`config.mk`:
```
export PLATFORM = sky130hd
export DESIGN_NAME = add_arbiter
export DESIGN_NICKNAME = d
export VERILOG_FILES = /design/src/rtl/add_arbiter.sv
export SDC_FILE = /design/constraint.sdc
export NUM_CORES = 1
export LEC_CHECK = 0
export BUFFER_PORTS_ARGS = -buffer_cell sky130_fd_sc_hd__buf_4
export CELL_PAD_IN_SITES_DETAIL_PLACEMENT = 1
export CELL_PAD_IN_SITES_GLOBAL_PLACEMENT = 1
export CORE_ASPECT_RATIO = 1.4
export CORE_MARGIN = 2
export CORE_UTILIZATION = 38
export DETAILED_ROUTE_END_ITERATION = 10
export PLACE_DENSITY_LB_ADDON = 0.2
export SLEW_MARGIN = 10
export SYNTH_ARGS = -nofsm -noshare
export SYNTH_HDL_FRONTEND = slang
export SYNTH_SLANG_ARGS = --single-unit
```
`constraint.sdc`:
```
create_clock -name clk -period 5 [get_ports clk]
set_clock_uncertainty 0.1 [all_clocks]
set_input_delay 0.5 -clock clk [delete_from_list [all_inputs] [get_ports clk]]
set_output_delay 0.5 -clock clk [all_outputs]
set_load 0.01 [all_outputs]
```
`src/rtl/add_arbiter.sv`:
```
`default_nettype none
// ============================================================================
// Module   : add_arbiter
// Brief    : Round-robin arbiter sharing one W-bit adder among NREQ
//            requesters. Captures the winner's operands on grant, adds them
//            in the next cycle and holds the registered result with a
//            valid/ready handshake until the consumer accepts it.
// Revision : 1.0 - initial release
// ============================================================================
module add_arbiter #(
  parameter int NREQ = 4,
  parameter int W    = 4
) (
  input  logic                      clk,
  input  logic                      rst,
  input  logic [NREQ-1:0]           req,
  input  logic [NREQ*W-1:0]         in1,
  input  logic [NREQ*W-1:0]         in2,
  output logic [NREQ-1:0]           gnt,
  output logic [W-1:0]              out,
  output logic                      cout,
  output logic [$clog2(NREQ)-1:0]   out_id,
  output logic                      out_valid,
  input  logic                      out_ready,
  output logic                      busy
);

  localparam int IW = $clog2(NREQ);

  typedef enum logic [1:0] {
    S_IDLE = 2'd0,
    S_EXEC = 2'd1,
    S_RESP = 2'd2
  } state_t;

  state_t          state_q, state_d;
  logic [IW-1:0]   ptr_q,   ptr_d;
  logic [W-1:0]    a_q,     a_d;
  logic [W-1:0]    b_q,     b_d;
  logic [IW-1:0]   id_q,    id_d;
  logic [W:0]      sum_q,   sum_d;
  logic            valid_q, valid_d;

  logic            found;
  logic [IW-1:0]   win;
  int              idx;

  // Round-robin search: first asserted request at or above ptr, wrapping.
  always_comb begin
    found = 1'b0;
    win   = '0;
    idx   = 0;
    for (int k = 0; k < NREQ; k++) begin
      idx = int'(ptr_q) + k;
      if (idx >= NREQ) begin
        idx = idx - NREQ;
      end
      if (!found && req[idx]) begin
        found = 1'b1;
        win   = idx[IW-1:0];
      end
    end
  end

  // Next-state and grant logic; the grant is suppressed while reset is high.
  always_comb begin
    state_d = state_q;
    ptr_d   = ptr_q;
    a_d     = a_q;
    b_d     = b_q;
    id_d    = id_q;
    sum_d   = sum_q;
    valid_d = valid_q;
    gnt     = '0;
    case (state_q)
      S_IDLE: begin
        if (found && !rst) begin
          gnt[win] = 1'b1;
          a_d      = in1[win*W +: W];
          b_d      = in2[win*W +: W];
          id_d     = win;
          ptr_d    = (int'(win) == NREQ-1) ? '0 : win + IW'(1);
          state_d  = S_EXEC;
        end
      end
      S_EXEC: begin
        // Extend by one bit so the carry lands in the top of the sum.
        sum_d   = {1'b0, a_q} + {1'b0, b_q};
        valid_d = 1'b1;
        state_d = S_RESP;
      end
      S_RESP: begin
        if (out_ready) begin
          valid_d = 1'b0;
          state_d = S_IDLE;
        end
      end
      default: begin
        state_d = S_IDLE;
      end
    endcase
  end

  // State and datapath registers; reset clears everything, aborting any op.
  always_ff @(posedge clk) begin
    if (rst) begin
      state_q <= S_IDLE;
      ptr_q   <= '0;
      a_q     <= '0;
      b_q     <= '0;
      id_q    <= '0;
      sum_q   <= '0;
      valid_q <= 1'b0;
    end else begin
      state_q <= state_d;
      ptr_q   <= ptr_d;
      a_q     <= a_d;
      b_q     <= b_d;
      id_q    <= id_d;
      sum_q   <= sum_d;
      valid_q <= valid_d;
    end
  end

  assign out       = sum_q[W-1:0];
  assign cout      = sum_q[W];
  assign out_id    = id_q;
  assign out_valid = valid_q;
  assign busy      = (state_q != S_IDLE);

endmodule
`default_nettype wire

```
==> flow_summary.json, run 1 <==
{
  "avgRoutedWirePerCell_um": 15.8,
  "setup_tns_ns": 0,
  "netlist_area_sq_um": 1290,
  "max_cap_violations": 0,
  "status": "completed",
  "synth.distinct_cells": 38,
  "leakage_uw": 0.000756,
  "dpl.hpwl_um": 2890,
  "clock.fmax_ghz": 0.338,
  "worst-setup-path-type": "reg -> out",
  "synth_cells": 137,
  "globalRouteTotalUtil": 0.195,
  "cts_tree": "built",
  "ant_nets": 0,
  "synth_top_family_by_area": "simple AND/OR/NAND/NOR gates",
  "timing.final.crit_share": 0.592,
  "drt_iter0_drc": 8,
  "initial_core_util": 0.390,
  "hold-path-endpoint": "sum_q[0]",
  "async_reset_ff_frac": 0,
  "hold_viol_final": 0,
  "cts_inserted_buffers": 3,
  "synth_xor_area_frac": 0.0135,
  "synth_top_cell_by_area": "dfxtp_1",
  "synth_adder_area_share": 0.0638,
  "synthMuxAreaShare": 0.101,
  "dieArea_sq_um": 3890,
  "synth-main-ff-cell": "dfxtp_1",
  "post-route-drc-count": 0,
  "fillers": 431,
  "cp.required_ns": 4.40,
  "worstMarginPinSlew_ns": 0.869,
  "holdCritStartpoint": "sum_q[0]",
  "clockBufferDepth": 2,
  "insertion_delay_ns": 0.26,
  "yosys.area.top_type_share": 0.309,
  "crit_path_start_kind": "flip-flop",
  "setup-violations-final": 0,
  "cts_resized": 0,
  "clkTransAtPathRegs_ns": 0.07,
  "grt_pass1_vias": 1277,
  "viasPerCell": 5.41,
  "r2r-start": "ptr_q[1]",
  "synth-compound-area-share": 0.206,
  "grt_pass1_wl_um": 5660,
  "ioPinCount": 52,
  "ir_worst_vdd_mv": 0.132,
  "ys_seq_area_frac": 0.309,
  "yosysMostFrequentCell": "dfxtp_1",
  "die_h_um": 73.0,
  "vias": 1218,
  "rsz0062_at_grt": "false",
  "critPathArrivalTime_ns": 2.36,
  "endpoint_kind": "output port",
  "drt-pass1-iter-count": 4,
  "synth_edf_count": 0,
  "antenna_cells": 0,
  "fp.dieW_um": 53.3,
  "clock-sinks": 20,
  "regToRegSetupSlack_ns": 2.70,
  "nets": 232,
  "htreeDepth": 1,
  "cts_setup_buffers": 0,
  "hold_buffers": 0,
  "p_per_area_nw_per_um2": 292,
  "synth_simple_gate_area_frac": 0.254,
  "synth_fp_nets": 182,
  "cp_max_fo": 11,
  "syn-mean-instance-area_sq_um": 9.44,
  "core_area_sq_um": 3320,
  "drive_gt1_frac": 0.400,
  "r2r_cells": 6,
  "grt-ovfl-total": 0,
  "gp_congestion": 0.934,
  "min_period_ns": 2.96,
  "ys_top_cells_by_area": "dfxtp_1 31%, mux2i_1 10%, nand3b_1 5.2%",
  "fin_hold_ws_ns": 0.359,
  "synth_warnings": 0,
  "antenna_found_initial": 0,
  "area_growth_pct": 31.7,
  "synth_commonest_cells": "20 x dfxtp_1, 13 x mux2i_1, 13 x nand2_1",
  "totalWireLength_um": 3550,
  "hold_class": "reg -> reg",
  "relSlewSlack": 0.418,
  "rows": 25,
  "cts_root_buffer": "clkbuf_8",
  "grt_max_degree": 21,
  "whs_path_depth": 2,
  "port_buffers": 51,
  "ys_seq_elements": 20,
  "maxSlewViolCount": 0,
  "p_total_uw": 498,
  "reg2reg_to": "ptr_q[1]"
}
power breakdown:
group	switching, uW	total [uW]	internal [uW]
Combinational	92.0	188	96.2
Sequential	19.4	203	184
Clock	53.4	107	53.7
cell type report:
type                            count  area [sq um]  share of cell area
Multi-Input combinational cell    110           826               0.485
Clock buffer                        3          41.3              0.0242
Timing Repair Buffer               51           383               0.225
Sequential cell                    20           400               0.235
Tap cell                           40          50.0              0.0294
Inverter                            1          3.75             0.00220
metal layers:
metal,share of wire,wire length [um],vias to the layer above,GRT usage
li1,-,-,603,-
met1,0.37,1330,569,0.211
met2,0.57,2020,38,0.361
met3,0.040,142,8,0.0225
met4,0.018,65,0,0.0883
met5,0,0,-,0
worst max path at each step:
stage	startpoint	to	cells past startpoint
3_5_place_dp	req[2]	gnt[3]	7
4_1_cts	ptr_q[1]	gnt[3]	6
3_3_place_gp	req[2]	gnt[3]	7
5_1_grt	ptr_q[1]	gnt[3]	6
6_report	ptr_q[1]	gnt[3]	6
2_1_floorplan	req[2]	gnt[3]	6
flip-flops by register name, summed over array words and instances (netlist names):
register   count
out_valid      1
state_q        2
ptr_q          2
a_q            4
out_id         2
b_q            4
sum_q          5
worst max-delay path: stages, from the launching register on:
cell and delay (ns):
dfxtp_1 0.48, mux2i_1 0.26, nor2_1 0.13, nor3_2 0.74, ha_1 0.26, and2_1 0.12, buf_4 0.11
layout by cell type (no fill, tap or decap), drive strengths merged:
cell type / instances
a211oi: 3
a21o: 3
a21oi: 11
and2: 1
and2b: 1
and4: 4
buf: 51
clkbuf: 3
dfxtp: 20
fa: 1
ha: 5
inv: 1
mux2i: 13
nand2: 14
nand2b: 4
nand3b: 9
nor2: 9
nor2b: 1
nor3: 3
nor4: 1
o211ai: 4
o21a: 1
o21ai: 5
o221a: 1
o221ai: 4
o22a: 1
o31a: 4
or2: 4
or3b: 1
xnor2: 2
through the flow:
stage               std cells  cell area [sq um]   util  worst slack (ns)
floorplan                 137               1290      -              2.98
global placement          222               1660  0.502              2.30
detailed placement        222               1660  0.502              2.23
CTS                       225               1700  0.514              2.03
global route              225               1700  0.514              1.85
finish                    225               1700  0.514              2.04
logic make-up (layout without fill, tap and decap cells):
| kind of cell | Yosys count | in the layout |
|---|---|---|
| flip-flops | 20 | 20 |
| adder cells (fa/ha/maj) | 6 | 6 |
| buffers and inverters | 7 | 55 |
| AO/OA/AOI/OAI | 37 | 37 |
| AND/OR/NAND/NOR | 52 | 52 |
| XOR/XNOR | 2 | 2 |
| multiplexers | 13 | 13 |
No activity file was read; power rests on OpenSTA's default activity.
==> run 2, diff against run 1 <==
--- a/config.mk
+++ b/config.mk
@@ -10,7 +10,7 @@
 export CELL_PAD_IN_SITES_GLOBAL_PLACEMENT = 1
 export CORE_ASPECT_RATIO = 1.4
 export CORE_MARGIN = 2
-export CORE_UTILIZATION = 38
+export CORE_UTILIZATION = 31
 export DETAILED_ROUTE_END_ITERATION = 10
 export PLACE_DENSITY_LB_ADDON = 0.2
 export SLEW_MARGIN = 10
==> constraint.sdc (replaced) <==
create_clock -name clk -period 2.5 [get_ports clk]
set_clock_uncertainty 0.1 [all_clocks]
set_input_delay 0.25 -clock clk [delete_from_list [all_inputs] [get_ports clk]]
set_output_delay 0.25 -clock clk [all_outputs]
set_load 0.01 [all_outputs]
==> run 2 against run 1 <==
  * The run now ends with DRC left
  * Critical path type unchanged
  * Clock power increased by 88%
  * Combinational power increased by 110%
  * First-iteration DRC count increased to 3.5 times the previous value
  * Flip-flop and latch count unchanged
  * Count of clock-buffer cells in the layout unchanged
  * Cell count increased by 2.2%
==> flow_summary.json, run 2 (synthesis gave the netlist of run 1 again) <==
{
  "status": "finished, violations left",
  "violations": "DRC",
  "relSlewSlack": 0.659,
  "holdCritStartpoint": "out_ready",
  "fp.dieW_um": 58.6,
  "fin_util": 0.434,
  "setup-violations-final": 0,
  "r2r-start": "ptr_q[1]",
  "largest_reg_flops": 5,
  "rsz0062_at_grt": "false",
  "hold_viol_final": 0,
  "cts_tree": "built",
  "nets": 234,
  "area_growth_pct": 33.7,
  "pre_cts_ws_ns": 0.298,
  "worst-setup-path-type": "reg -> out",
  "min_period_ns": 2.26,
  "gp_congestion": 0.824,
  "viasPerCell": 5.33,
  "dpl.hpwl_um": 2870,
  "max_cap_violations": 0,
  "port_buffers": 51,
  "r2r_cells": 6,
  "p_per_area_nw_per_um2": 574,
  "crit_path_start_kind": "flip-flop",
  "grt_max_degree": 21,
  "ant_nets": 0,
  "ioPinCount": 52,
  "timing.final.crit_share": 0.906,
  "htreeDepth": 1,
  "maxSlewViolCount": 0,
  "crit_family": "simple AND/OR/NAND/NOR gates",
  "cts_root_buffer": "clkbuf_8",
  "rows": 27,
  "regToRegSetupSlack_ns": 0.60,
  "clockBufferDepth": 2,
  "whs_path_depth": 3,
  "dieArea_sq_um": 4710,
  "antenna_cells": 0,
  "clock.fmax_ghz": 0.442,
  "critPathBufInv": 1,
  "avgRoutedWirePerCell_um": 15.1,
  "reg2reg_to": "b_q[2]",
  "path_cells": "nand2b_1 -> a21oi_1 -> nor3_4 -> ha_1 -> and2_1 -> buf_4",
  "largest_registers": "sum_q (5), a_q (4), b_q (4)",
  "stdcell_count": 230,
  "postLayoutSetupSlackWorst_ns": 0.236,
  "endpoint_kind": "output port",
  "vias": 1227,
  "leakage_uw": 0.000767,
  "insertion_delay_ns": 0.25,
  "setup_tns_ns": 0,
  "hold-path-endpoint": "state_q[1]",
  "layout_common_cells": "53 x buf_4, 20 x dfxtp_1, 13 x mux2i_1, 13 x nand2_1, 11 x a21oi_1",
  "cp_slowest_cell": "a21oi_1",
  "core_area_sq_um": 3990,
  "ir_worst_vdd_mv": 0.211,
  "cp_max_fo": 7,
  "antenna_found_initial": 0,
  "initial_core_util": 0.325,
  "post-route-drc-count": 1,
  "place_inst": 226,
  "die_h_um": 80.4,
  "critPathArrivalTime_ns": 1.91,
  "drt_iter0_drc": 28,
  "cpPeakStageDelay_ns": 0.45,
  "globalRouteTotalUtil": 0.150,
  "grt-ovfl-total": 0,
  "grt_pass1_wl_um": 5550,
  "totalWireLength_um": 3480,
  "drt-pass1-iter-count": 6,
  "cts_inserted_buffers": 3,
  "hold_class": "in -> reg",
  "top_register": "sum_q",
  "cp.required_ns": 2.15,
  "clock-sinks": 20,
  "final_common_cell": "buf_4",
  "hold_buffers": 0,
  "grt_pass1_vias": 1281,
  "clkTransAtPathRegs_ns": 0.07,
  "worstMarginPinSlew_ns": 0.512,
  "drive_gt1_frac": 0.406
}
==> run 2: cell count changes in the layout (fill, tap and decap cells not counted) <==
cell	before	now
buf_4	51	53
nor3_2	1	0
nor3_4	1	2
==> run 2: power breakdown <==
group | switching, uW | internal (uW)
Clock | 93.6 | 107
Sequential | 37.9 | 368
Combinational | 186 | 200
Total | 317 | 675
==> run 2: layer usage <==
metal  part of all wire  global-route usage  wire length (um)  vias to the layer above
li1                   -                   -                 -                      611
met1               0.39               0.162              1340                      578
met2               0.56               0.284              1930                       34
met3              0.043              0.0193               150                        4
met4              0.015              0.0614                51                        0
met5                  0                   0                 0                        -
==> run 2: worst reg2reg max path, cell delays in order, from the launching register on <==
cell      delay, ns
dfxtp_1        0.38
nand2b_1       0.20
a21oi_1        0.45
nor3_4         0.13
buf_4          0.19
nand2b_2       0.20
o221ai_1       0.16
==> run 2: stage by stage <==
stage               hold slack (ns)  cell area (sq um)  total power [uW]
floorplan                     0.249               1290               671
global placement              0.343               1670               781
detailed placement            0.356               1670               797
CTS                           0.179               1720              1000
global route                  0.187               1730              1070
finish                        0.181               1730               992
==> run 2: worst max path at each step <==
stage | slack (ns) | to | depth (start not counted) | startpoint
5_1_grt | 0.06 | gnt[1] | 7 | ptr_q[1]
3_5_place_dp | 0.30 | gnt[1] | 7 | ptr_q[1]
2_1_floorplan | 0.73 | gnt[3] | 7 | ptr_q[1]
4_1_cts | 0.009 | gnt[1] | 7 | ptr_q[1]
3_3_place_gp | 0.38 | gnt[1] | 7 | ptr_q[1]
6_report | 0.24 | gnt[3] | 6 | ptr_q[1]
==> run 2: final cells by class <==
| cell class | count | area (sq um) |
|---|---|---|
| fillers | 494 | 2260 |
| multi-input cells | 110 | 832 |
| flip-flops and latches | 20 | 400 |
| repair buffers | 53 | 398 |
| well taps | 43 | 53.8 |
| clock buffers | 3 | 41.3 |
| inverters | 1 | 3.75 |
==> run 2: repair_timing <==
action,CTS,global route
endpoints found under the hold margin,0,0
resized for setup,0,1
setup endpoints to repair,0,3
setup buffers,0,1
